$ cat src/rtl/axis_bit_xcorr.sv
// axis_bit_xcorr: +1/-1 bit-coefficient transposed-form correlator, NUM_PARALLEL lanes per beat
// processed serially through one shared adder chain; per-lane chain state lives in small memories.
// Latency: m_axis_tvalid rises SHIFT_DEPTH+2 clocks after the input handshake edge (output ready).
// Backpressure: output register holds while tvalid & ~tready; with USE_STALL_SIGNAL=1 a second
// pending result stalls the lane counter and s_axis_tready until the held beat is taken.
// Build option: define AXIS_BIT_XCORR_SAT_EN for saturating stage arithmetic (default wraps).
module axis_bit_xcorr #(
  parameter int                     NUM_PARALLEL     = 8,
  parameter int                     SLAVE_WIDTH      = 64,
  parameter int                     MASTER_WIDTH     = 128,
  parameter int                     ADDER_WIDTH      = 12,
  parameter int                     CORR_LENGTH      = 4,
  parameter logic [CORR_LENGTH-1:0] COEFFS           = 4'b1011,
  parameter int                     SHIFT_DEPTH      = 1,
  parameter int                     USE_STALL_SIGNAL = 1
) (
  input  logic                    clk,
  input  logic                    rst_n,
  input  logic                    s_axis_tvalid,
  output logic                    s_axis_tready,
  input  logic [SLAVE_WIDTH-1:0]  s_axis_tdata,
  output logic                    m_axis_tvalid,
  input  logic                    m_axis_tready,
  output logic [MASTER_WIDTH-1:0] m_axis_tdata
);

  localparam int WW = SLAVE_WIDTH / NUM_PARALLEL;
  localparam int FW = MASTER_WIDTH / NUM_PARALLEL;
  localparam int AW = ADDER_WIDTH;
  localparam int CW = $clog2(NUM_PARALLEL);
  localparam logic [CW-1:0] LAST_LANE = CW'(NUM_PARALLEL - 1);

  // Signed add/subtract of two AW-bit values; wraps unless the saturating build is selected.
  function automatic logic [AW-1:0] addsub(input logic [AW-1:0] a, input logic [AW-1:0] b,
                                           input logic sub);
    logic [AW:0] s;
    s = sub ? ({a[AW-1], a} - {b[AW-1], b}) : ({a[AW-1], a} + {b[AW-1], b});
`ifdef AXIS_BIT_XCORR_SAT_EN
    if (s[AW] != s[AW-1]) begin
      return s[AW] ? {1'b1, {(AW-1){1'b0}}} : {1'b0, {(AW-1){1'b1}}};
    end
`endif
    return s[AW-1:0];
  endfunction

  logic [CW-1:0]          count;
  logic                   pending;
  logic                   stall;
  logic                   en;
  logic                   load;
  logic [WW-1:0]          lane_dat;
  logic [CW-1:0]          cnt_p [SHIFT_DEPTH];
  logic [WW-1:0]          dat_p [SHIFT_DEPTH];
  logic [SHIFT_DEPTH-1:0] en_p;
  logic [CW-1:0]          rd_addr;
  logic [CW-1:0]          wr_addr;
  logic                   wr_en;
  logic                   wr_last;
  logic [AW-1:0]          x_ext;
  logic [AW-1:0]          mem   [1:CORR_LENGTH-1][NUM_PARALLEL];
  logic [AW-1:0]          rd_q  [1:CORR_LENGTH-1];
  logic [AW-1:0]          stage [CORR_LENGTH];
  logic [AW-1:0]          bank  [NUM_PARALLEL];
  logic [MASTER_WIDTH-1:0] res_next;
  logic [MASTER_WIDTH-1:0] res_q;
  logic                   last_d;
  logic                   last_dd;

  // Stall only blocks new lanes from entering; lanes already in flight still complete.
  assign stall         = (USE_STALL_SIGNAL != 0) && pending && m_axis_tvalid;
  assign en            = s_axis_tvalid && !stall;
  assign s_axis_tready = (count == LAST_LANE) && !stall;
  assign load          = !m_axis_tvalid || m_axis_tready;
  assign lane_dat      = s_axis_tdata[count*WW +: WW];

  // Lane counter: one lane per enabled clock, parks on the last lane until the beat is accepted.
  always_ff @(posedge clk or negedge rst_n) begin
    if (!rst_n) begin
      count <= '0;
    end else if (en) begin
      count <= (count == LAST_LANE) ? '0 : count + 1'b1;
    end
  end

  // Timing pipeline carrying lane index, lane sample and enable towards the adder chain.
  always_ff @(posedge clk or negedge rst_n) begin
    if (!rst_n) begin
      for (int k = 0; k < SHIFT_DEPTH; k++) begin
        cnt_p[k] <= '0;
        dat_p[k] <= '0;
      end
      en_p <= '0;
    end else begin
      cnt_p[0] <= count;
      dat_p[0] <= lane_dat;
      en_p[0]  <= en;
      for (int k = 1; k < SHIFT_DEPTH; k++) begin
        cnt_p[k] <= cnt_p[k-1];
        dat_p[k] <= dat_p[k-1];
        en_p[k]  <= en_p[k-1];
      end
    end
  end

  // Read one pipeline stage ahead of the write stage so registered read data lines up.
  if (SHIFT_DEPTH == 1) begin : g_rd_direct
    assign rd_addr = count;
  end else begin : g_rd_piped
    assign rd_addr = cnt_p[SHIFT_DEPTH-2];
  end

  assign wr_addr = cnt_p[SHIFT_DEPTH-1];
  assign wr_en   = en_p[SHIFT_DEPTH-1];
  assign wr_last = wr_en && (wr_addr == LAST_LANE);
  assign x_ext   = AW'($signed(dat_p[SHIFT_DEPTH-1]));

  // Shared transposed-form chain: stage i adds or subtracts x according to tap bit i.
  always_comb begin
    stage[0] = addsub('0, x_ext, !COEFFS[0]);
    for (int i = 1; i < CORR_LENGTH; i++) begin
      stage[i] = addsub(rd_q[i], x_ext, !COEFFS[i]);
    end
  end

  // Per-lane chain memories: registered read every clock, write only on enabled lanes.
  always_ff @(posedge clk or negedge rst_n) begin
    if (!rst_n) begin
      for (int i = 1; i < CORR_LENGTH; i++) begin
        rd_q[i] <= '0;
        for (int n = 0; n < NUM_PARALLEL; n++) mem[i][n] <= '0;
      end
    end else begin
      for (int i = 1; i < CORR_LENGTH; i++) begin
        rd_q[i] <= mem[i][rd_addr];
        if (wr_en) mem[i][wr_addr] <= stage[i-1];
      end
    end
  end

  // Packed, sign-extended result with the last lane taken straight from the chain output.
  always_comb begin
    logic [AW-1:0] val;
    val      = '0;
    res_next = '0;
    for (int n = 0; n < NUM_PARALLEL; n++) begin
      val = (n == NUM_PARALLEL - 1) ? stage[CORR_LENGTH-1] : bank[n];
      res_next[n*FW +: FW] = FW'($signed(val));
    end
  end

  // Result bank per lane; a completed beat is snapshotted so the next beat can refill the bank.
  always_ff @(posedge clk or negedge rst_n) begin
    if (!rst_n) begin
      for (int n = 0; n < NUM_PARALLEL; n++) bank[n] <= '0;
      res_q   <= '0;
      last_d  <= 1'b0;
      last_dd <= 1'b0;
    end else begin
      if (wr_en) bank[wr_addr] <= stage[CORR_LENGTH-1];
      if (wr_last) res_q <= res_next;
      last_d  <= wr_last;
      last_dd <= last_d;
    end
  end

  // Pending flag and output register: a new pending result beats a same-cycle transfer.
  always_ff @(posedge clk or negedge rst_n) begin
    if (!rst_n) begin
      pending       <= 1'b0;
      m_axis_tvalid <= 1'b0;
      m_axis_tdata  <= '0;
    end else begin
      if (last_d && !last_dd) begin
        pending <= 1'b1;
      end else if (load) begin
        pending <= 1'b0;
      end
      if (load) begin
        m_axis_tvalid <= pending;
        m_axis_tdata  <= res_q;
      end
    end
  end

endmodule

$ cat config.mk
export PLATFORM = sky130hd
export DESIGN_NAME = axis_bit_xcorr
export DESIGN_NICKNAME = d
export VERILOG_FILES = /design/src/rtl/axis_bit_xcorr.sv
export SDC_FILE = /design/constraint.sdc
export NUM_CORES = 1
export LEC_CHECK = 0
export BUFFER_PORTS_ARGS = -buffer_cell sky130_fd_sc_hd__buf_2
export CAP_MARGIN = 40
export CORE_UTILIZATION = 37
export CTS_CLUSTER_DIAMETER = 120
export DETAILED_ROUTE_END_ITERATION = 6
export MAX_ROUTING_LAYER = met4
export PLACE_DENSITY = 0.57
export SYNTH_ARGS = -nofsm -noshare
export SYNTH_HDL_FRONTEND = slang
export SYNTH_SLANG_ARGS = --single-unit
$ cat constraint.sdc
create_clock -name clk -period 5.4 [get_ports clk]
set_input_delay 0.81 -clock clk [delete_from_list [all_inputs] [get_ports clk]]
set_output_delay 0.81 -clock clk [all_outputs]
set_load 0.02 [all_outputs]
; Word-level counts from Yosys, hierarchy flattened
; Cells that the tools add are included.
; Widths: inputs -> output; s select.
[word_totals]
ff_bits = 687
latch_bits = 0
ram_bits = 0
mem_bits_ro = 0
input_bits = 68
out_inout_bits = 130
mem_count = 0
[op_classes]
addsub = 4
mul = 0
div = 0
n_lt_le_gt_ge = 3
eq_ne = 2
shift = 1
muxes = 18
bitwise_logic = 2
reduce_logical = 11
[ops]
columns = cell, n
row1 = $bwmux 96, 4
row2 = $bmux 12 s3, 3
row3 = $mux 12, 7
row4 = $shiftx 64x7->8, 1
row5 = $demux 12 s3, 1
row6 = $add 12x8->12, 2
row7 = $sub 12x8->12, 1
row8 = $ge 4x4->1 const B, 2
row9 = $not 3->4, 2
row10 = $eq 3x3->1 const B, 2
row11 = $logic_and 1x1->1, 6
row12 = $lt 4x1->1 const B, 1
row13 = $add 3x1->3 const B, 1
row14 = $logic_not 1->1, 3
row15 = $mux 3, 1
row16 = $mux 1, 2
row17 = $reduce_bool 2->1, 1
row18 = $logic_or 1x1->1, 1

; Depth between registers and ports, before layout
[depth]
depth_word = 6
depth_mapped = 8
depth_no_buf = 8

; Worst setup path before layout
; No wires, ideal clock.
[synth_timing]
path_kind = reg-to-reg
startpoint = reg dat_p[0] in the netlist's numbering
endpoint = reg bank[46] in the netlist's numbering
setup_time_ns = 0.139
arrival_time_ns = 2.053
required_ns = 5.261
path_slack_ns = 3.207
path_stages_with_launch = 8
n_path_buf = 0
cell_sequence = dfrtp_1 > ha_1 > fa_1 > a211oi_1 > o21ai_1 > a31oi_1 > xor2_1 > o21ai_0
[synth_via]
elab_chain_cells = 2
[synth_rtl]
columns = item, line_no
row1 = start: declaration, 53  ; logic [WW-1:0] dat_p [SHIFT_DEPTH];
row2 = start signal: indexed assignment, 99  ; dat_p[k] <= dat_p[k-1];
row3 = $add 12x8->12, 37  ; s = sub ? ({a[AW-1], a} - {b[AW-1], b}) : ({a[AW-1], a} + {b[AW-1], b});
row4 = $bwmux 96, 159  ; if (wr_en) bank[wr_addr] <= stage[CORR_LENGTH-1];
row5 = end signal: indexed assignment, 159
row6 = end: declaration, 63  ; logic [AW-1:0] bank [NUM_PARALLEL];
; No other way between the ends.
; A chain may end at the register's enable or synchronous reset.

; Worst setup path after layout
[layout_timing]
startpoint = reg count[0]
endpoint = out s_axis_tready
[layout_via]
elab_chain_cells = 2
[layout_rtl]
columns = item, line_no
row1 = start: declaration, 46  ; logic [CW-1:0] count;
row2 = start signal: assignment, 81  ; count <= (count == LAST_LANE) ? '0 : count + 1'b1;
row3 = $eq 3x3->1, 72  ; assign s_axis_tready = (count == LAST_LANE) && !stall;
row4 = $logic_and 1x1->1, 72
row5 = end: declaration, 20  ; output logic s_axis_tready,
; No other way between the ends.

==> flow_summary.yaml <==
synthesis:
  synth_seq_area_share_pct: 59.13
  synth_area_per_cell_um2: 11.18
  synth-seq-cells: 583
  yosys.area.top_type: "dfrtp_1"
  synth_top_area_share_pct: 59.13
  syn_area_mm2: 0.02467
  ys_types: 53
  ys_warn_count: 0
  synth-edff-count: 0
  synth_cells: 2207
  synth_area_leaders: "dfrtp_1 (59%), nand2_1 (11%), mux4_2 (7.3%)"
  synth_nets: 2310
  ys.flop_type: "dfrtp_1"
  postSynth.asyncResetShare_pct: 100.0
timing:
  fmax_mhz: 337.6
  maxSlewHeadroom_pct: 39.21
  setup_viol: 0
  setup_slack_ns: 2.438
  fin_skew_ns: 0.02245
  worst_slew_pin_slew_ns: 0.9119
  hold_violations: 0
  fin_tns_setup_ns: 0
  drv_slew: 0
  holdWs_ns: 0.2411
  grt_setup_unrepaired: "no"
  period_share_pct: 54.86
  finalCriticalPeriod_ns: 2.962
grt:
  grt_pass1_wl_mm: 95.74
  antenna_found_initial: 0
  grt_start_max_net_pins: 164
  grt_pass1_vias: 16950
  gr-usage-all-layers_pct: 18.53
  grt_remaining_overflow: 0
setup_path:
  slowest_stage: "dfrtp_4"
  path_cells: "ha_1 > ha_1 > and2_1 > buf_2"
  crit_buf_inv: 1
  critPathRequiredTime_ns: 4.59
  end_kind: "output pin"
  crit_path_frequent_cell: "ha_1"
  cp_slowest_stage_delay_ns: 0.78
  worst-path-max-fanout: 27
  critical_path_class: "flip-flop to output pin"
  crit_family: "flip-flops"
  worst_ep_arrival_time_ns: 2.15
  start_kind: "flip-flop"
final_layout:
  fin_util_pct: 43.22
  final_nets: 2435
  diodes: 0
  layout_commonest_cell: "nand2_1"
  layout_common_cells: "nand2_1 (689), dfrtp_1 (580), o21ai_0 (266)"
  fin_cells: 3245
  design_area_mm2: 0.02847
  fillers: 6178
  drive_above_1_share_pct: 24.44
  synthToLayoutAreaGrowth_pct: 15.39
clock_tree:
  cts_tree: "done"
  cts.path.max_buffers: 3
  postCtsHoldBufs: 0
  clk_pin_slew_worst_paths_ns: 0.06
  cts_resized: 0
  clkLatencyLatePin_ns: 0.63
  cts_setup_buffers: 0
  cts_sinks: 583
  clk_root_buffer_cell: "clkbuf_16"
  cts-htree-levels: 2
  cts_buffers: 60
run:
  cap_violations: 0
pwr:
  sequentialPowerShare_pct: 38.8
  p_int_mw: 11.83
  ir_drop_mv: 0.4034
  swShare_pct: 38.96
  pwr_density_cell_mw_per_mm2: 680.8
  power_mw: 19.38
  p_clk_share_pct: 22.2
  power_leakage_nw: 13.81
  power_frac_comb_pct: 39.0
  p_sw_mw: 7.552
detailed_routing:
  routedWlPerCell_um: 18.21
  drt-pass1-iter-count: 5
  wirelength_mm: 59.10
  viasPerCell: 5.045
  first_iter_violations: 1147
  postRouteAntennaNets: 0
  drc: 0
  dr_total_vias: 16370
floorplan:
  coreArea_mm2: 0.06586
  start_util_pct: 37.46
  die_h_um: 260.2
  io_pins: 198
  die-area_mm2: 0.06771
  die_w_um: 260.2
  num_rows: 94
place:
  dp_cells: 3134
  placed_area_mm2: 0.02638
  dp_slack_ns: 2.498
  portBuffers: 197
  dp_hpwl_mm: 37.77
  gp_congestion: 0.8458
worst_hold_path:
  worstHoldPathType: "input port to async pin"
status:
  status: "complete, no violations"
-- power by group through the flow --
| stage | registers (mW) | clock network [mW] | logic, mW |
|---|---|---|---|
| 4_1_cts | 7.54 | 4.41 | 7.67 |
| 6_report | 7.51 | 4.31 | 7.56 |
| 2_1_floorplan | 7.46 | 0 | 5.12 |
| 3_5_place_dp | 7.61 | 0 | 7.64 |
| 3_3_place_gp | 7.52 | 0 | 7.35 |
| 5_1_grt | 7.78 | 4.59 | 8.43 |
-- worst paths after layout --
path | cells after the start | slack (ns) | endpoint | startpoint
min in group clk | 0 | 0.38 | last_dd$_DFF_PN0_ | last_d$_DFF_PN0_
setup reg to reg | 7 | 2.50 | bank[68]$_DFFE_PN0P_ | dat_p[0]$_DFF_PN0_
hold / removal | 1 | 0.24 | m_axis_tdata[58]$_DFFE_PN0P_ | rst_n
hold reg to reg | 0 | 0.38 | last_dd$_DFF_PN0_ | last_d$_DFF_PN0_
max in group asynchronous | 2 | 3.87 | bank[72]$_DFFE_PN0P_ | rst_n
setup / recovery | 4 | 2.44 | s_axis_tready | count[0]$_DFFE_PN0P_
-- registers in the layout (all words and copies together), names as in the netlist --
| register | count |
|---|---|
| m_axis_tvalid | 1 |
| dat_p | 8 |
| last_d | 1 |
| m_axis_tdata | 96 |
| pending | 1 |
| en_p | 1 |
| bank | 84 |
| last_dd | 1 |
| res_q | 96 |
| count | 3 |
| rd_q | 32 |
| cnt_p | 3 |
| mem | 256 |
-- per-layer routing --
metal  vias up  track usage, %  share of wire (%)
met5         -               -                  0
met4         0           4.695                2.1
met3        80           2.359                3.6
met2       313           30.96                 50
met1      8270           23.86                 44
li1       7708               -                  -
-- layout make-up --
type | instances | area (um2) | share of cell area [%]
Sequential cell | 583 | 14600 | 51.28
Clock inverter | 21 | 269.0 | 0.9449
Inverter | 15 | 56.30 | 0.1978
Multi-Input combinational cell | 1441 | 9274 | 32.58
Timing Repair Buffer | 231 | 1366 | 4.799
Clock buffer | 90 | 1824 | 6.408
Tap cell | 864 | 1081 | 3.797
-- cells in the mapped netlist (11+ instances only) --
library cell,count
clkbuf_1,80
buf_4,33
a21oi_1,38
mux2_2,139
buf_2,41
o21ai_1,32
buf_1,11
a21o_1,13
inv_1,14
o211ai_1,16
o21ai_0,266
ha_1,32
nor2_1,31
mux4_2,80
nand2_1,692
dfrtp_1,583
-- logic make-up (layout without fill, tap and decap cells) --
group | Yosys count | after routing | share of synthesized area, %
buf+inv | 183 | 357 | 3.509
fa+ha+maj | 35 | 35 | 1.866
simple gates | 774 | 774 | 12.30
compound gates | 394 | 394 | 8.835
mux | 219 | 219 | 13.65
flops | 583 | 583 | 59.13
xor+xnor | 19 | 19 | 0.7050
Note: power is estimated with default switching activity, not from simulation.
